**config.mk**
```make
export PLATFORM = sky130hd
export DESIGN_NAME = snn_config_loader
export DESIGN_NICKNAME = d
export VERILOG_FILES = /design/src/rtl/snn_config_loader.sv
export SDC_FILE = /design/constraint.sdc
export NUM_CORES = 1
export LEC_CHECK = 0
export CAP_MARGIN = 20
export CORE_UTILIZATION = 45
export DETAILED_ROUTE_END_ITERATION = 16
export PLACE_DENSITY = 0.69
export SLEW_MARGIN = 20
export SYNTH_ARGS = -nofsm -noshare
export SYNTH_HDL_FRONTEND = slang
export SYNTH_SLANG_ARGS = --single-unit
```
**constraint.sdc**
```tcl
create_clock -name clk -period 3.35 [get_ports clk]
set_clock_uncertainty 0.1 [all_clocks]
set_input_delay 0.335 -clock clk [delete_from_list [all_inputs] [get_ports clk]]
set_output_delay 0.335 -clock clk [all_outputs]
set_load 0.005 [all_outputs]
```
**src/rtl/snn_config_loader.sv**
```systemverilog
// snn_config_loader
// Byte-serial configuration writer for the three-neuron spiking layer.
// A 13-byte frame is staged internally and then committed in one edge to the
// weight and parameter buses. The layer therefore only ever sees a complete,
// previously committed configuration. The layer update enable stays gated
// until the first commit has happened.
//
// state    | meaning
// ---------+--------------------------------------------------------------
// S_IDLE   | waiting for start; ready low, incoming bytes ignored
// S_LOAD   | accepting bytes into staging; start here restarts the frame
// S_COMMIT | single cycle: staging copied to outputs, done pulses
module snn_config_loader #(
    parameter int WEIGHT_BYTES = 9,
    parameter int PARAM_BYTES  = 4
) (
    input  logic                      clk,
    input  logic                      rst_n,
    input  logic                      start,
    input  logic [7:0]                byte_in,
    input  logic                      byte_valid,
    output logic                      ready,
    input  logic                      enable_in,
    output logic                      layer_enable,
    output logic [8*WEIGHT_BYTES-1:0] input_weights,
    output logic [8*PARAM_BYTES-1:0]  neuron_params,
    output logic                      config_valid,
    output logic                      done,
    output logic                      frame_error,
    output logic [3:0]                byte_count
);

    localparam int WW    = 8 * WEIGHT_BYTES;
    localparam int PW    = 8 * PARAM_BYTES;
    localparam int TOTAL = WEIGHT_BYTES + PARAM_BYTES;
    localparam logic [3:0] LAST_IDX = 4'(TOTAL - 1);

    typedef enum logic [1:0] {
        S_IDLE   = 2'd0,
        S_LOAD   = 2'd1,
        S_COMMIT = 2'd2
    } state_t;

    state_t          r_state;
    logic [WW-1:0]   r_stage_w;
    logic [PW-1:0]   r_stage_p;
    logic [WW-1:0]   r_weights;
    logic [PW-1:0]   r_params;
    logic            r_cfg_valid;
    logic            r_done;
    logic            r_frame_error;
    logic            r_ready;
    logic [3:0]      r_byte_count;
    logic            w_accept;

    // A byte presented together with a restart is dropped, so start wins.
    assign w_accept = (r_state == S_LOAD) & byte_valid & ~start;

    // Staging capture: byte slot is the current count, first byte in the MSBs.
    always_ff @(posedge clk) begin
        if (!rst_n) begin
            r_stage_w <= '0;
            r_stage_p <= '0;
        end else if (w_accept) begin
            for (int k = 0; k < WEIGHT_BYTES; k++) begin
                if (r_byte_count == 4'(k)) begin
                    r_stage_w[WW-1-8*k -: 8] <= byte_in;
                end
            end
            for (int k = 0; k < PARAM_BYTES; k++) begin
                if (r_byte_count == 4'(WEIGHT_BYTES + k)) begin
                    r_stage_p[PW-1-8*k -: 8] <= byte_in;
                end
            end
        end
    end

    // Frame sequencing, byte counting, commit and the one-cycle status pulses.
    always_ff @(posedge clk) begin
        if (!rst_n) begin
            r_state       <= S_IDLE;
            r_weights     <= '0;
            r_params      <= '0;
            r_cfg_valid   <= 1'b0;
            r_done        <= 1'b0;
            r_frame_error <= 1'b0;
            r_ready       <= 1'b0;
            r_byte_count  <= 4'd0;
        end else begin
            r_done        <= 1'b0;
            r_frame_error <= 1'b0;
            case (r_state)
                S_IDLE: begin
                    if (start) begin
                        r_state      <= S_LOAD;
                        r_byte_count <= 4'd0;
                        r_ready      <= 1'b1;
                    end
                end
                S_LOAD: begin
                    if (start) begin
                        r_byte_count  <= 4'd0;
                        r_frame_error <= 1'b1;
                    end else if (byte_valid) begin
                        r_byte_count <= r_byte_count + 4'd1;
                        if (r_byte_count == LAST_IDX) begin
                            r_state <= S_COMMIT;
                            r_ready <= 1'b0;
                        end
                    end
                end
                S_COMMIT: begin
                    r_weights    <= r_stage_w;
                    r_params     <= r_stage_p;
                    r_cfg_valid  <= 1'b1;
                    r_done       <= 1'b1;
                    r_byte_count <= 4'd0;
                    r_ready      <= 1'b0;
                    r_state      <= S_IDLE;
                end
                default: begin
                    r_state      <= S_IDLE;
                    r_ready      <= 1'b0;
                    r_byte_count <= 4'd0;
                end
            endcase
        end
    end

    assign ready         = r_ready;
    assign input_weights = r_weights;
    assign neuron_params = r_params;
    assign config_valid  = r_cfg_valid;
    assign done          = r_done;
    assign frame_error   = r_frame_error;
    assign byte_count    = r_byte_count;
    assign layer_enable  = enable_in & r_cfg_valid;

endmodule

```
Yosys cells after proc, flatten, opt, wreduce, memory -nomap -nowiden
Cells that the tools add are included.

cells by class
  add/sub/neg operators = 1
  equality and inequality tests = 19
  multiplexer cells = 16
  bitwise gates (word level) = 4
  reduce and logical (&&, ||, !) cells = 18

operators by type and width
  kind                   count
  $reduce_and A2 Y1      15
  $eq A4 B4 Y1 const B   5
  $eq A4 B3 Y1 const B   4
  $mux W4                3
  $eq A4 B2 Y1 const B   2
  $mux W2                4
  $pmux W4 S2            1
  $mux W1                6
  $ne A2 B2 Y1 const B   3
  $add A4 B1 Y4 const B  1
  $eq A4 B1 Y1 const B   1
  $logic_not A4 Y1       1
  $pmux W2 S2            1
  $reduce_and A4 Y1      1
  $and A1 B1 Y1          3
  $ne A3 B3 Y1 const B   1
  $eq A2 B1 Y1 const B   1
  $eq A2 B2 Y1 const B   1
  $logic_not A2 Y1       1
  $ne A2 B1 Y1 const B   1
  $pmux W1 S2            1
  $not A1 Y1             1

storage, ports and cells
  bits in registers = 218
  input port bits = 13
  output and inout port bits = 113
  logic and storage cells = 79

Depth between registers and ports, before layout
  depth in word-level cells = 5
  mapped depth = 7
  mapped depth without buffers = 5

Worst setup path after synthesis
Ideal clock, no wire load.

  path kind = register -> register
  start point = reg r_byte_count[0], in the netlist byte_count[0]
  end point = reg r_stage_w[0]
  arrival = 1497 ps
  required time = 3118 ps
  setup slack = 1621 ps
  cell stages (with the launch flop) = 7
  buffers on the path = 1
  path through = dfxtp_1 -> inv_1 -> ha_1 -> nand2_1 -> or4b_1 -> buf_6 -> mux2i_1

between the ends
  cells in the longest elaborated chain, start to end = 2

ends and longest elaborated chain
  element                          line  text
  from (decl)                      53    logic [3:0] r_byte_count;
  from (signal assigned)           105   r_byte_count <= r_byte_count + 4'd1;
  $eq A4 B4 Y1                     66    if (r_byte_count == 4'(k)) begin
  $reduce_and A2 Y1 (no line)      -
  to (signal, indexed assignment)  67    r_stage_w[WW-1-8*k -: 8] <= byte_in;
  to (decl)                        45    logic [WW-1:0] r_stage_w;

Every way passes these cells.
A chain may end at the register's enable or synchronous reset.

Worst setup path after layout
  start point = reg r_byte_count[0], in the netlist byte_count[0]
  end point = reg r_stage_w[4]

Same word-level chain as after synthesis.

==> results.txt <==
- The core region is 17360 sq um.
* Post-CTS Hold Buffers: 0
- Final routed wirelength across all metal layers: 18590 um
- Counting flops and latches in the post-synthesis netlist gives 217.
- The die is 135.5 um tall.
* Leading post-synthesis cells by cell area: dfxtp_1 54%, nand2_1 15%, mux2i_1 13%
* Routed length per placed instance: 15.64 um
* Data arrival at the endpoint of the critical path: 2.41 ns
* Peak supply drop: 0.4486 mV
- In this run the worst hold path is classified as input pin to flip-flop.
- Across every metal layer, demand over resource in global routing totals 0.2009.
- The number of global-route vias before repair was 5486.
* Top-count cell post-synth: nand2_1
* Count of nets left with antenna violations after detail routing: 0
- Total Die Area: 18370 sq um
- Worst-path maximum fanout: 8
- TritonCTS clock tree: done
- Setup repair after global routing left no endpoint under its margin.
* Final GP Congestion: 0.7725
- Synthesized instance count: 864
* Setup_tns: 0 ns
- After clock tree synthesis, the clock-pin slew on the worst setup and hold paths is 0.07 ns.
- Yosys printed 0 warnings.
- The worst setup path is captured at a flip-flop.
- For the worst setup path, the data required time is 3.59 ns.
* Post-Synthesis Mean Instance Area: 9.288 sq um
* Remaining global-route overflow: 0
* Outcome: finished, final reports clean
- Number of antenna violations at the first check in global routing: 0
- In this run the tightest slew margin relative to its limit is 0.4292.
- Tightest Pin Transition: 0.8515 ns
- Post-route cell area: 10100 sq um
* Number of violations of the max-capacitance limit: 0
- Once the clock tree was built, the resizer swapped 0 gates to a different size.
- Detailed Routing Iterations Pass 1: 4
* Type of the worst setup path: flip-flop to flip-flop
* Power per Cell Area: 524.7 nW/um^2
- The number of max-slew violations in the final report is 0.
- Entering global routing, the biggest net connects 133 pins.
- Wire length of the first global-routing pass: 29230 um
* DPL Wire Length: 10910 um
* Final net count: 963
- Commonest cells post-synth: 323 x nand2_1, 217 x dfxtp_1, 104 x a21boi_0, 104 x mux2i_1, 44 x clkbuf_1
- The cell sitting at the root of the clock tree is a clkbuf_16.
- For this block, the via count after detailed routing is 5909.
* Post-CTS repair timing setup buffer count: 0
* Ratio of final minimum period to clock period: 0.6470
- Summing all placed instances gives a cell area of 9316 sq um.
- Number of buffers inserted during clock tree synthesis: 23
- Layout-stage area growth over the synthesis result: 25.85%
* Std-Cell Rows: 48
* Setup violations, final: 0
* Chip Width: 135.5 um
* Maximum level of the CTS H-tree: 1
- Ant diodes: 0
- Clk_lat worst skew: 0.50 ns
- After the first detailed-routing iteration, the DRC count stood at 297.
- Dividing the detail-routed via count by the number of cells gives 4.974.
- Dominant cell type by area after synthesis: dfxtp_1
- Post-Synthesis Net Count: 881
- Sink count of the clock tree: 217
* P_leak: 0.003790 uW
- Share of synthesized area occupied by flip-flops and latches: 0.5413
- The number of endpoints with negative hold slack in the final report is 0.
- The synthesized netlist contains 31 unique library cells.
- The share of synthesized area in the top cell type comes to 0.5413.
* Netlist Area Pre-Place: 8025 sq um
- For this run, the leading register cell type out of synthesis is dfxtp_1.
* Setup crit start kind: flip-flop
- For this configuration, the core starts out at a cell density of 0.4624.
- In this run the tool buffered the top-level ports with 125 buffer cells.
- For the finished layout, the period the worst path requires is 2.167 ns.
* DRC errors left: 0
* Share of post-route cells with drive strength above 1: 0.04777
- Counting flops with a built-in enable in the synthesized netlist gives 0.
- For this run, asynchronously set or reset flops after synthesis account for 0.
* IO Pins: 126
* Maximum count of clock buffers along a single path: 3
- Derived from the worst setup path, the maximum achievable clock frequency is 0.4614 GHz.
[cell families (layout without fill, tap and decap cells)]
logic type | after synthesis | after routing | synth area share
xor+xnor | 2 | 2 | 0.002183
mux | 104 | 104 | 0.1297
flops | 217 | 217 | 0.5413
simple gates | 355 | 355 | 0.1791
fa+ha+maj | 4 | 4 | 0.006237
buf+inv | 73 | 172 | 0.03991
compound gates | 109 | 109 | 0.1015
[area by class of cell]
class | count | area (sq um)
clock inverters | 8 | 96.34
fillers | 1549 | 7257
flip-flops and latches | 217 | 4344
repair buffers | 128 | 1313
clock buffers | 34 | 686.9
multi-input cells | 574 | 3371
inverters | 2 | 7.507
well taps | 225 | 281.5
[critical path, stage by stage (launching register included)]
cell and delay, ns:
dfxtp_1 0.36, inv_1 0.13, ha_1 0.24, nand2_1 0.18, or4b_1 0.79, mux2i_1 0.20
[where the power goes]
part	switching, uW	leakage, uW	internal (uW)
Sequential	4.24	0.00175	2580
Combinational	80.9	0.00165	43.7
Clock	1010	0.000387	1570
[layer usage]
layer  vias up  GRT usage  wire length, um
met4         0    0.04682              243
met5         -          0                0
met1      2793     0.2770             8839
met2       125     0.3291             8651
li1       2975          -                -
met3        16    0.03068              851
[cell usage in the layout, fill, tap and decap left out, types with 4 or more instances in the layout]
cell type	count
mux2i_1	104
dfxtp_1	217
a21boi_0	104
clkinv_2	4
clkbuf_16	23
clkdlybuf4s50_1	124
ha_1	4
nand2_1	323
clkbuf_1	4
clkbuf_8	7
and3_1	5
nand4b_1	8
[path summary, 6_finish.rpt]
path,from,end,slack [ns],cells after the start
max,byte_count[0],r_stage_w[4],1.18,5
min,rst_n,r_stage_w[23],0.22,3
max reg2reg,byte_count[0],r_stage_w[4],1.18,5
min reg2reg,r_stage_w[38],r_stage_w[38],0.36,2
[stage by stage]
stage               instances  hold WS, ns  setup slack (ns)  utilization  power [uW]
detailed placement       1146       0.3469            0.8511       0.5368        2771
floorplan                 864       0.3350             1.621            -        2723
global placement         1146       0.3422            0.8416       0.5368        2771
global route             1188       0.2446             1.061       0.5819        5463
CTS                      1188       0.2207             1.206       0.5819        5347
finish                   1188       0.2235             1.183       0.5819        5299
[flip-flops by register name, indices dropped and copies added, names as in the netlist]
signal / flops
frame_error: 1
config_valid: 1
neuron_params: 32
done: 1
r_stage_p: 32
r_stage_w: 72
byte_count: 4
input_weights: 72
r_state: 2
Note: power is estimated with default switching activity, not from simulation.
